### config.mk
export PLATFORM = sky130hd
export DESIGN_NAME = reorder_buffer
export DESIGN_NICKNAME = d
export VERILOG_FILES = /design/src/rtl/sys_defs_pkg.sv /design/src/rtl/rob_ptr.sv /design/src/rtl/reorder_buffer.sv
export SDC_FILE = /design/constraint.sdc
export NUM_CORES = 2
export LEC_CHECK = 0
export ABC_AREA = 1
export CORE_MARGIN = 4
export CORE_UTILIZATION = 57
export CTS_BUF_LIST = sky130_fd_sc_hd__clkbuf_2
export CTS_CLUSTER_DIAMETER = 50
export DETAILED_ROUTE_END_ITERATION = 6
export GPL_ROUTABILITY_DRIVEN = 0
export HOLD_SLACK_MARGIN = 0.08
export PLACE_DENSITY_LB_ADDON = 0.3
export SETUP_SLACK_MARGIN = 0.02
export SYNTH_ARGS = -nofsm -noshare
export SYNTH_HDL_FRONTEND = slang
export SYNTH_HIERARCHICAL = 1
export SYNTH_SLANG_ARGS = --single-unit
export TNS_END_PERCENT = 100
### constraint.sdc
create_clock -name clock -period 19 [get_ports clock]
set_input_delay 2.85 -clock clock [delete_from_list [all_inputs] [get_ports clock]]
set_output_delay 2.85 -clock clock [all_outputs]
set_load 0.01 [all_outputs]
### src/rtl/sys_defs_pkg.sv
// rtl/sys_defs_pkg.sv - shared ROB entry type, default ROB depth and the ZERO_REG macro
`define ZERO_REG 5'd0

package sys_defs;

  localparam int ROB_SZ = 8;

  typedef struct packed {
    logic        valid;
    logic        ready;
    logic [63:0] value;
    logic [4:0]  dest_reg;
    logic [63:0] dest_addr;
    logic        wr_mem;
    logic [1:0]  mem_size;
  } ROB_ENTRY;

endpackage

### src/rtl/rob_ptr.sv
// rtl/rob_ptr.sv - wrapping ROB pointer with increment enable, sync reset and clear
module rob_ptr #(
  parameter int TAG_W = 3
) (
  input  logic             i_clock,
  input  logic             i_reset,
  input  logic             i_clear,
  input  logic             i_inc,
  output logic [TAG_W-1:0] o_ptr
);

  logic [TAG_W-1:0] r_ptr;

  // Power-of-two depth, so natural overflow is the modulo wrap.
  always_ff @(posedge i_clock) begin
    if (i_reset || i_clear) begin
      r_ptr <= '0;
    end else if (i_inc) begin
      r_ptr <= r_ptr + 1'b1;
    end
  end

  assign o_ptr = r_ptr;

endmodule

### src/rtl/reorder_buffer.sv
// rtl/reorder_buffer.sv - circular reorder buffer: dispatch alloc, CDB completion, in-order retire
// Optional feature macro: ROB_SQUASH_EN adds the squash input (full flush on the next edge).
module reorder_buffer
  import sys_defs::*;
#(
  parameter  int ROB_SIZE = ROB_SZ,
  localparam int TAG_W    = $clog2(ROB_SIZE)
) (
  input  logic             clock,
  input  logic             reset,
  input  logic             dispatch_valid,
  input  ROB_ENTRY         dispatch_entry,
  output logic             rob_full,
  output logic [TAG_W-1:0] dispatch_tag,
  input  logic             cdb_valid,
  input  logic [TAG_W-1:0] cdb_tag,
  input  logic [63:0]      cdb_value,
  input  logic [63:0]      cdb_dest_addr,
`ifdef ROB_SQUASH_EN
  input  logic             squash,
`endif
  output ROB_ENTRY         head_entry,
  output logic             head_ready,
  output logic [TAG_W-1:0] commit_rob_tag
);

  ROB_ENTRY         r_entries [ROB_SIZE];
  logic [TAG_W:0]   r_count;
  logic [TAG_W-1:0] w_head;
  logic [TAG_W-1:0] w_tail;
  logic             w_alloc;
  logic             w_retire;
  logic             w_cdb_hit;
  logic             w_squash;
  ROB_ENTRY         w_new;

`ifdef ROB_SQUASH_EN
  assign w_squash = squash;
`else
  assign w_squash = 1'b0;
`endif

  // Full comes from the registered count only: a same-cycle retire never frees a slot.
  assign rob_full   = (r_count == (TAG_W + 1)'(ROB_SIZE));
  assign w_alloc    = dispatch_valid && !rob_full;
  assign head_entry = r_entries[w_head];
  assign head_ready = head_entry.valid && head_entry.ready;
  assign w_retire   = head_ready;
  assign w_cdb_hit  = cdb_valid && r_entries[cdb_tag].valid;

  assign dispatch_tag   = w_tail;
  assign commit_rob_tag = w_head;

  always_comb begin
    w_new       = dispatch_entry;
    w_new.valid = 1'b1;
    w_new.ready = 1'b0;
  end

  rob_ptr #(.TAG_W(TAG_W)) u_head_ptr (
    .i_clock (clock),
    .i_reset (reset),
    .i_clear (w_squash),
    .i_inc   (w_retire),
    .o_ptr   (w_head)
  );

  rob_ptr #(.TAG_W(TAG_W)) u_tail_ptr (
    .i_clock (clock),
    .i_reset (reset),
    .i_clear (w_squash),
    .i_inc   (w_alloc),
    .o_ptr   (w_tail)
  );

  // Retire is applied after the CDB write so a stray re-broadcast cannot resurrect the head.
  always_ff @(posedge clock) begin
    if (reset || w_squash) begin
      for (int i = 0; i < ROB_SIZE; i++) begin
        r_entries[i] <= '0;
      end
    end else begin
      if (w_cdb_hit) begin
        r_entries[cdb_tag].ready     <= 1'b1;
        r_entries[cdb_tag].value     <= cdb_value;
        r_entries[cdb_tag].dest_addr <= cdb_dest_addr;
      end
      if (w_retire) begin
        r_entries[w_head].valid <= 1'b0;
        r_entries[w_head].ready <= 1'b0;
      end
      if (w_alloc) begin
        r_entries[w_tail] <= w_new;
      end
    end
  end

  always_ff @(posedge clock) begin
    if (reset || w_squash) begin
      r_count <= '0;
    end else if (w_alloc && !w_retire) begin
      r_count <= r_count + 1'b1;
    end else if (!w_alloc && w_retire) begin
      r_count <= r_count - 1'b1;
    end
  end

endmodule
==> reports/metrics.cfg <==
[outcome]
status = finished with violations
violations = design-rule violations

[critical_path]
worst_setup_path_end_kind = output port
crit_path_max_incr_delay_ns = 1.15
worstPathRequired_ns = 16.15
crit-reg2reg-launch = r_count[1]$_SDFFE_PP0P_
crit_arrival_ns = 6.31
worst-path-buf-inv = 4
setup.worst_path.start_class = flop
cp_top_family = buffers and inverters
rr_endpoint = r_entries[0][87]$_DFFE_PP_
rrSetupSlack_ns = 14.37
critical_path_class = reg -> out
cp_max_fo = 77
path_cells = inv_2 -> nand3_1 -> inv_6 -> buf_4 -> nand2_1 -> nand2_1 -> a21oi_1 -> nand3_1 -> clkdlybuf4s50_1
cp_slowest_cell = inv_6
r2r_cells = 7

[timing]
whs_ns = 0.510
tns_ns = 0
fmax_mhz = 109
setup_violations = 0
tightestPinTransition_ns = 1.20
rsz0062_at_grt = no
slew-limit-headroom_pct = 20.3
post-route-period-util_pct = 48.2
fin_ws_ns = 9.84
slew_violations = 0
fin_skew_ns = 0.128
hold_viol = 0
period_minus_slack_ns = 9.16

[drt]
dr.pass1.iters = 7
remaining_drc_errors = 5
vias = 46300
drtIter0Drc = 7358
wl_per_cell_um = 25.8
detail-route-antenna-nets = 0
vias_per_cell = 6.55
drt_wl_total_um = 182000

[finish]
area_growth_pct = 10.7
finalInstanceArea_um2 = 61300
drive_gt1_share_pct = 11.0
finalNetCount = 5875

[synthesis]
synth.cell_area_um2 = 55400
synth.area.top_cells = edfxtp_1 (59%), nand2_1 (12%), o22ai_1 (10%), buf_2 (3.5%), o22ai_2 (2.7%)
synth_cells = 5423
synth_area_per_cell_um2 = 10.2
seq_area_frac_synth_pct = 59.9
yosysUniqueCellTypes = 37
yosys_warnings = 6
ys_seq_elements = 1114
synth_top_area_cell = edfxtp_1
synth_top_area_share_pct = 59.0

[floorplan]
die_height_um = 320
ios = 419
die_area_um2 = 102000
rows = 114
core_area_um2 = 96600
initial_core_util_pct = 57.4
fp.dieW_um = 320

[cts]
cts_htree_levels = 5
insertion_delay_ns = 1.58
clk_pin_slew_ns = 0.12
tritoncts = built
clk_path_buf_depth = 4
post-cts-setup-buffer-count = 0
cts_root_buf = clkbuf_2
cts_sinks = 1114
hold_buffers = 0
ctsResizeCount = 0
numCtsBuffers = 295

[global_routing]
grt_usage_pct = 34.2
overflow = 0
grt_antenna_before_repair = 33
grt_pass1_wl_um = 266000
grt_pass1_vias = 44200
grt_max_degree = 161

[hold_path]
hold_class = reg -> reg
hold_start = r_count[3]$_SDFFE_PP0P_
hold_depth = 2
holdPathEnd = r_count[3]$_SDFFE_PP0P_

[place]
placed_cell_area_um2 = 58900
post-place-ws_ns = 11.25
port-buffer-count = 416
hpwl_um = 90500

[power_and_ir_drop]
ir_drop_uv = 54.0
power_leakage_nw = 24.9
power_density_nw_per_um2 = 80.3

[job]
drv_cap = 0

==> flip-flops by register name, summed over array words and instances (netlist names) <==
register / count
u_head_ptr/o_ptr: 3
r_entries: 1104
r_count: 4
u_tail_ptr/o_ptr: 3
==> kinds of logic after synthesis <==
kind of cell	synth area share, %
buffers and inverters	6.81
AOI/OAI and AO/OA	17.2
adders and majority gates	0.149
other	0.00677
DFF	59.9
xor gates and xnor gates	0.0475
and+or+nand+nor	15.9
==> final cells by class <==
| cell class | instances | area [um2] |
|---|---|---|
| diodes | 29 | 72.6 |
| clock buffers | 404 | 2020 |
| clock inverters | 58 | 305 |
| fillers | 7634 | 35300 |
| inverters | 188 | 743 |
| multi-input cells | 3521 | 18700 |
| flip-flops and latches | 1114 | 33200 |
| well taps | 1276 | 1600 |
| repair buffers | 476 | 4650 |
==> worst register-to-register path, cell delays in order, from the launching register on <==
cell and delay (ns):
dfxtp_1 0.43, inv_1 0.10, nand4_1 0.13, nand2_1 0.12
nor2_4 0.70, nand2_8 0.73, nand3_4 1.19, buf_4 0.81
==> per-layer routing <==
layer	global-route usage [%]	share of wire, %	vias up
li1	-	-	20300
met1	43.6	35	21600
met2	53.9	47	3761
met3	9.04	14	621
met4	18.0	4.4	16
met5	0	0.055	-
==> stage by stage <==
| step | power [mW] | std cells | util (%) |
|---|---|---|---|
| CTS | 4.91 | 7037 | 63.4 |
| floorplan | 3.18 | 5424 | - |
| detailed placement | 3.38 | 6575 | 61.0 |
| global route | 5.10 | 7054 | 63.4 |
| finish | 4.92 | 7066 | 63.5 |
| global placement | 3.37 | 6575 | 61.0 |
==> Yosys cell counts <==
cell type  count
nand2_4        1
conb_1         1
inv_2          5
clkbuf_2       1
a22oi_1      135
xor2_1         2
o22ai_2      120
nor3_1         7
a221oi_1      31
edfxtp_1    1088
buf_1         24
fa_1           1
nand3_1       23
xnor2_1        1
a21oi_1       22
nand2_1     1776
nor2_4         1
ha_1           5
dfxtp_1       26
nand3_2        8
o21ai_0        3
nor2_1       187
inv_4          1
inv_1        181
clkinv_1       1
buf_4         36
or2_1         11
buf_2        385
buf_6         25
nor2_2         3
a22o_1       102
clkbuf_1     130
a211oi_1       9
nand2_2        8
nand4_1      137
o22ai_1      904
nand3b_1      22
==> where the power goes <==
part / total, mW / internal [mW] / switching, mW
clock: 1.59 / 0.603 / 0.984
combinational: 0.494 / 0.183 / 0.312
sequential: 2.84 / 2.81 / 0.0323
total: 4.92 / 3.59 / 1.33
==> layout by cell type, fill, tap and decap left out, types with 47 or more instances in the layout <==
master           instances
nand2_1               1776
nand4_1                137
clkbuf_2               404
o22ai_2                120
buf_4                   57
clkinv_1                47
clkdlybuf4s50_1        416
edfxtp_1              1088
a22oi_1                135
o22ai_1                904
nor2_1                 187
inv_1                  177
a22o_1                 102
==> how the worst max path moves through the flow <==
stage / start / end / slack, ns / depth (start not counted)
floorplan: cdb_tag[0] / r_entries[6][100]$_DFFE_PP_ / 10.87 / 12
CTS: u_head_ptr/o_ptr[0]$_SDFFE_PP0P_ / head_entry[0] / 9.86 / 9
detailed placement: reset / r_entries[0][70]$_SDFFCE_PN0P_ / 11.25 / 6
global placement: reset / r_entries[0][70]$_SDFFCE_PN0P_ / 11.33 / 6
global route: u_head_ptr/o_ptr[0]$_SDFFE_PP0P_ / head_entry[0] / 9.58 / 9
finish: u_head_ptr/o_ptr[0]$_SDFFE_PP0P_ / head_entry[0] / 9.84 / 9
No activity file was read; power rests on OpenSTA's default activity.
